### config.mk
export PLATFORM = sky130hd
export DESIGN_NAME = factor_resonator
export DESIGN_NICKNAME = d
export VERILOG_FILES = /design/src/rtl/factor_resonator.sv
export SDC_FILE = /design/constraint.sdc
export NUM_CORES = 1
export LEC_CHECK = 0
export CORE_ASPECT_RATIO = 0.6
export CORE_MARGIN = 2
export CORE_UTILIZATION = 50
export DETAILED_ROUTE_END_ITERATION = 8
export PLACE_DENSITY_LB_ADDON = 0.12
export SLEW_MARGIN = 20
export SYNTH_ARGS = -nofsm -noshare
export SYNTH_HDL_FRONTEND = slang
export SYNTH_SLANG_ARGS = --single-unit
### constraint.sdc
create_clock -name i_clk -period 7.6 [get_ports i_clk]
set_clock_uncertainty 0.05 [all_clocks]
set_input_delay 2.28 -clock i_clk [delete_from_list [all_inputs] [get_ports i_clk]]
set_output_delay 2.28 -clock i_clk [all_outputs]
set_load 0.05 [all_outputs]
### src/rtl/factor_resonator.sv
// factor_resonator: multi-factor resonator controller. Each sweep unbinds the
// scene against every other estimate (XOR), sends the result to a shared
// clean-up unit, and writes the cleaned vector back as that factor's new
// estimate. Sweeps repeat until a sweep changes nothing or the cap is reached.
//
// Clean-up handshake: a transfer happens in every cycle where cu_req_out and
// cu_ack_in are both high. While cu_req_out is high and cu_ack_in is low,
// cu_factor_out and cu_vec_out are held unchanged. cu_result_in is only
// looked at in a transfer cycle.
module factor_resonator #(
  parameter int VECTOR_LEN  = 32,
  parameter int NUM_FACTORS = 3,
  parameter int MAX_ITERS   = 15,
  parameter int JACOBI      = 0,
  parameter int ITER_W      = $clog2(MAX_ITERS + 1),
  parameter int FACTOR_W    = (NUM_FACTORS > 1) ? $clog2(NUM_FACTORS) : 1
) (
  input  logic                              i_clk,
  input  logic                              i_rstn,
  input  logic                              start_in,
  input  logic [VECTOR_LEN-1:0]             s_in,
  input  logic [NUM_FACTORS*VECTOR_LEN-1:0] init_in,
  output logic                              cu_req_out,
  output logic [FACTOR_W-1:0]               cu_factor_out,
  output logic [VECTOR_LEN-1:0]             cu_vec_out,
  input  logic                              cu_ack_in,
  input  logic [VECTOR_LEN-1:0]             cu_result_in,
  output logic                              busy_out,
  output logic                              done_out,
  output logic                              converged_out,
  output logic                              timeout_out,
  output logic [ITER_W-1:0]                 iter_count_out,
  output logic [NUM_FACTORS*VECTOR_LEN-1:0] x_hat_out,
  output logic [1:0]                        dbg_state_out
);

  typedef enum logic [1:0] {
    S_IDLE  = 2'd0,
    S_REQ   = 2'd1,
    S_CHECK = 2'd2,
    S_DONE  = 2'd3
  } state_t;

  localparam logic [FACTOR_W-1:0] K_LAST    = FACTOR_W'(NUM_FACTORS - 1);
  localparam logic [ITER_W-1:0]   ITER_LAST = ITER_W'(MAX_ITERS - 1);

  state_t                            state;
  state_t                            state_nx;
  logic [FACTOR_W-1:0]               k;
  logic [ITER_W-1:0]                 iter;
  logic                              changed;
  logic                              converged;
  logic                              timeout;
  logic [VECTOR_LEN-1:0]             scene;
  logic [NUM_FACTORS*VECTOR_LEN-1:0] est;
  logic [NUM_FACTORS*VECTOR_LEN-1:0] snap;
  logic [NUM_FACTORS*VECTOR_LEN-1:0] src;
  logic [VECTOR_LEN-1:0]             unbound;
  logic [VECTOR_LEN-1:0]             cur_est;
  logic                              xfer;

  // Unbind the scene against every estimate except factor k; Jacobi mode
  // reads the sweep-start snapshot, Gauss-Seidel reads the live estimates.
  always_comb begin
    src     = (JACOBI != 0) ? snap : est;
    unbound = scene;
    cur_est = '0;
    for (int j = 0; j < NUM_FACTORS; j++) begin
      if (j != int'(k)) begin
        unbound = unbound ^ src[j*VECTOR_LEN +: VECTOR_LEN];
      end else begin
        cur_est = est[j*VECTOR_LEN +: VECTOR_LEN];
      end
    end
  end

  assign xfer = (state == S_REQ) && cu_ack_in;

  // State register.
  always_ff @(posedge i_clk or negedge i_rstn) begin
    if (!i_rstn) begin
      state <= S_IDLE;
    end else begin
      state <= state_nx;
    end
  end

  // Next-state logic and state-decoded outputs.
  always_comb begin
    state_nx      = state;
    cu_req_out    = 1'b0;
    cu_factor_out = '0;
    cu_vec_out    = '0;
    busy_out      = 1'b1;
    done_out      = 1'b0;
    unique case (state)
      S_IDLE: begin
        busy_out = 1'b0;
        if (start_in) state_nx = S_REQ;
      end
      S_REQ: begin
        cu_req_out    = 1'b1;
        cu_factor_out = k;
        cu_vec_out    = unbound;
        if (cu_ack_in && (k == K_LAST)) state_nx = S_CHECK;
      end
      S_CHECK: begin
        if (!changed || (iter == ITER_LAST)) state_nx = S_DONE;
        else                                 state_nx = S_REQ;
      end
      S_DONE: begin
        done_out = 1'b1;
        state_nx = S_IDLE;
      end
      default: state_nx = S_IDLE;
    endcase
  end

  // Datapath: load on start, write back on each transfer, close out sweeps.
  always_ff @(posedge i_clk or negedge i_rstn) begin
    if (!i_rstn) begin
      k         <= '0;
      iter      <= '0;
      changed   <= 1'b0;
      converged <= 1'b0;
      timeout   <= 1'b0;
      scene     <= '0;
      est       <= '0;
      snap      <= '0;
    end else begin
      unique case (state)
        S_IDLE: begin
          if (start_in) begin
            scene     <= s_in;
            est       <= init_in;
            snap      <= init_in;
            k         <= '0;
            iter      <= '0;
            changed   <= 1'b0;
            converged <= 1'b0;
            timeout   <= 1'b0;
          end
        end
        S_REQ: begin
          if (xfer) begin
            for (int j = 0; j < NUM_FACTORS; j++) begin
              if (j == int'(k)) est[j*VECTOR_LEN +: VECTOR_LEN] <= cu_result_in;
            end
            if (cu_result_in != cur_est) changed <= 1'b1;
            if (k != K_LAST) k <= k + FACTOR_W'(1);
          end
        end
        S_CHECK: begin
          iter <= iter + ITER_W'(1);
          k    <= '0;
          if (!changed) begin
            converged <= 1'b1;
          end else if (iter == ITER_LAST) begin
            timeout <= 1'b1;
          end else begin
            changed <= 1'b0;
            snap    <= est;
          end
        end
        default: ;
      endcase
    end
  end

  assign converged_out  = converged;
  assign timeout_out    = timeout;
  assign iter_count_out = iter;
  assign x_hat_out      = est;
  assign dbg_state_out  = state;

endmodule

==> results.md <==
- Status: completed
- Min-delay worst type: reg -> reg
- Final Critical Period: 6.005 ns
- Total core area: 0.01821 mm2
- Initial antenna violation count: 0
- DR top layer: met4
- Slew of the pin with the lowest slew margin: 1.140 ns
- Crit path cell chain: inv_1 -> ha_4 -> clkinv_1 -> buf_4 -> nor2_1 -> clkdlybuf4s50_1
- Total number of vias: 9218
- Sequential area share after synthesis: 0.3707
- DR iter-0 viols: 1119
- Commonest non-fill, non-tap cell in the layout: clkdlybuf4s50_1
- Via density: 5.905
- Critical path endpoint category: output pin
- Chip width: 180.9 um
- CTS buffer count: 17
- Final Hold Fails: 0
- Avg Cell Area, Syn: 8.970 um2
- Vias in the first global route: 8660
- Clock Sinks: 139
- Worst Path Required: 5.27 ns
- Final setup fails: 0
- Post-Synthesis Net Count: 1220
- First-pass GRT wire length: 52.53 mm
- Largest net degree at the start of global routing: 79
- Post-cts sizing count: 0
- I/O Buffers: 304
- Synth-to-layout area growth: 40.15%
- CP max stage delay: 0.82 ns
- M1 wire length: 15.11 mm
- Most frequent cells in the layout: clkdlybuf4s50_1 (303), nor2_1 (156), dfrtp_1 (139)
- Maximum capacitance violations: 0
- Setup TNS: 0 ns
- Filler instances: 1375
- Gpl congestion: 0.9064
- Slew Viols, Final: 0
- Die Area: 0.01991 mm2
- WP data arrival: 3.67 ns
- DP HPWL: 25.28 mm
- Area of the mapped netlist: 0.009383 mm2
- Site Rows: 38
- Final worst path period share: 0.7901
- Compound-Gate Fraction of Synth Area: 0.1572
- Worst Path Buf+Inv: 4
- Synth Flop Type: dfrtp_1
- FF+latch count, synth: 139
- Longest Clk Path Bufs: 2
- Adder-Cell Fraction of Synth Area: 0.01334
- Nets: 1482
- Number of flops mapped to enable cells by yosys: 0
- Post-Place Setup Slack: 2.077 ns
- Latest clock arrival within the worst-skew pair: 0.43 ns
- DR pass1 iterations: 6
- Die height: 110.1 um
- Crit Path Category: reg -> out
- N_diodes: 0
- Final critical-path setup slack: 1.595 ns
- Fraction of registers with async set/reset: 1.000
- Remaining DRCs: 0
- CP Launch Type: register
- Ranking of synthesized cells by area: dfrtp_1 (37%), mux2i_1 (11%), xnor2_1 (9.8%), a21oi_1 (6.6%), nor2_1 (6.2%)
- Post-Synth XOR/XNOR Area: 0.1036
- Synth Instances: 1046
- Ports: 305
- Unrepaired setup endpoints after global routing: false
- Met3 WL: 4.045 mm
- Synth cell types: 55
- Share of cells above drive strength 1: 0.06813
- Synth top area share: 0.3707
- Remaining Overflow, GRT: 0
- Main combinational cell family by area after synthesis: compound AO/OA/AOI/OAI gates
- Top delay family on crit path: buffers and inverters
- Setup Buffers After CTS: 0
- Post-synthesis simple-gate area fraction: 0.1550
- Drt total wl: 34.88 mm
- Clock transition at path regs: 0.06 ns
- Initial Util: 0.5153
- Max_slew headroom: 0.2402
- Post-route ant nets: 0
- Synth Warn #: 0
- Routed wl met2: 15.16 mm
- Cell taking the most area after synthesis: dfrtp_1
- Hold_buf cts: 0
- Crit Path Max Fanout: 44
- Critical path's slowest cell: clkdlybuf4s50_1
- F_max: 166.5 MHz
- CTS tree: built
- Drt wl/cell: 22.34 um
- GRT Total Usage: 0.3478
- Mux share of post-synthesis cell area: 0.1484
- CTS root buf: clkbuf_16
- H-Tree Depth: 4
worst reg2reg max path: cells and delay by family, from the launching register on:
kind,cells,cell delay [ns]
adder cells (fa/ha/maj),1,0.68
flip-flops,1,0.44
AO/OA/AOI/OAI,3,1.20
AND/OR/NAND/NOR,1,0.12
buffers and inverters,4,1.64
worst paths after layout:
| path | endpoint | startpoint | slack (ns) | depth (start not counted) |
|---|---|---|---|---|
| setup reg to reg | x_hat_out[30] | dbg_state_out[1] | 3.38 | 9 |
| max in group asynchronous | x_hat_out[24] | i_rstn | 4.32 | 2 |
| setup / recovery | cu_vec_out[8] | dbg_state_out[1] | 1.60 | 6 |
| hold / removal | scene[4] | scene[4] | 0.48 | 1 |
| hold reg to reg | scene[4] | scene[4] | 0.48 | 1 |
| min in group asynchronous | x_hat_out[62] | i_rstn | 1.84 | 1 |
state kept, by name, summed over array words and instances (netlist names):
register	count
timeout_out	1
k	2
dbg_state_out	2
scene	32
iter_count_out	4
converged_out	1
x_hat_out	96
changed	1
Yosys cell counts (10+ instances only):
cell	number
mux2_2	33
ha_1	10
inv_1	45
a22oi_1	11
clkbuf_1	42
a21oi_1	123
o21ai_0	15
nand2b_1	59
nor2_1	156
mux2i_1	102
nor2b_1	37
xnor2_1	105
nand2_1	31
dfrtp_1	139
buf_2	13
a221oi_1	11
area by class of cell:
| type | count | area (um2) | share of cell area |
|---|---|---|---|
| well taps | 240 | 300.3 | 0.02284 |
| flip-flops and latches | 139 | 3478 | 0.2645 |
| clock buffers | 18 | 439.2 | 0.03340 |
| clock inverters | 14 | 183.9 | 0.01399 |
| repair buffers | 313 | 3112 | 0.2366 |
| inverters | 45 | 168.9 | 0.01284 |
| multi-input cells | 792 | 5468 | 0.4158 |
routing by layer:
metal	vias to the layer above	track usage
li1	4129	-
met1	4429	0.4970
met2	602	0.5312
met3	58	0.09330
met4	0	0.07431
met5	-	0
metrics by stage:
step	util	cells	hold slack (ns)	cell area (um2)
global placement	0.6879	1529	0.4593	12530
CTS	0.7221	1561	0.4787	13150
detailed placement	0.6879	1529	0.4649	12530
global route	0.7221	1561	0.4869	13150
finish	0.7221	1561	0.4784	13150
floorplan	-	1046	0.4510	9383
cell families (layout without fill, tap and decap cells):
family / Yosys count / count (layout)
flops: 139 / 139
xor+xnor: 111 / 111
simple gates: 306 / 306
fa+ha+maj: 10 / 10
buf+inv: 115 / 390
compound gates: 230 / 230
mux: 135 / 135
Power is left out: the tool's default activity adds up to more than one toggle a clock period on the data nets, which glitch-free logic cannot reach.
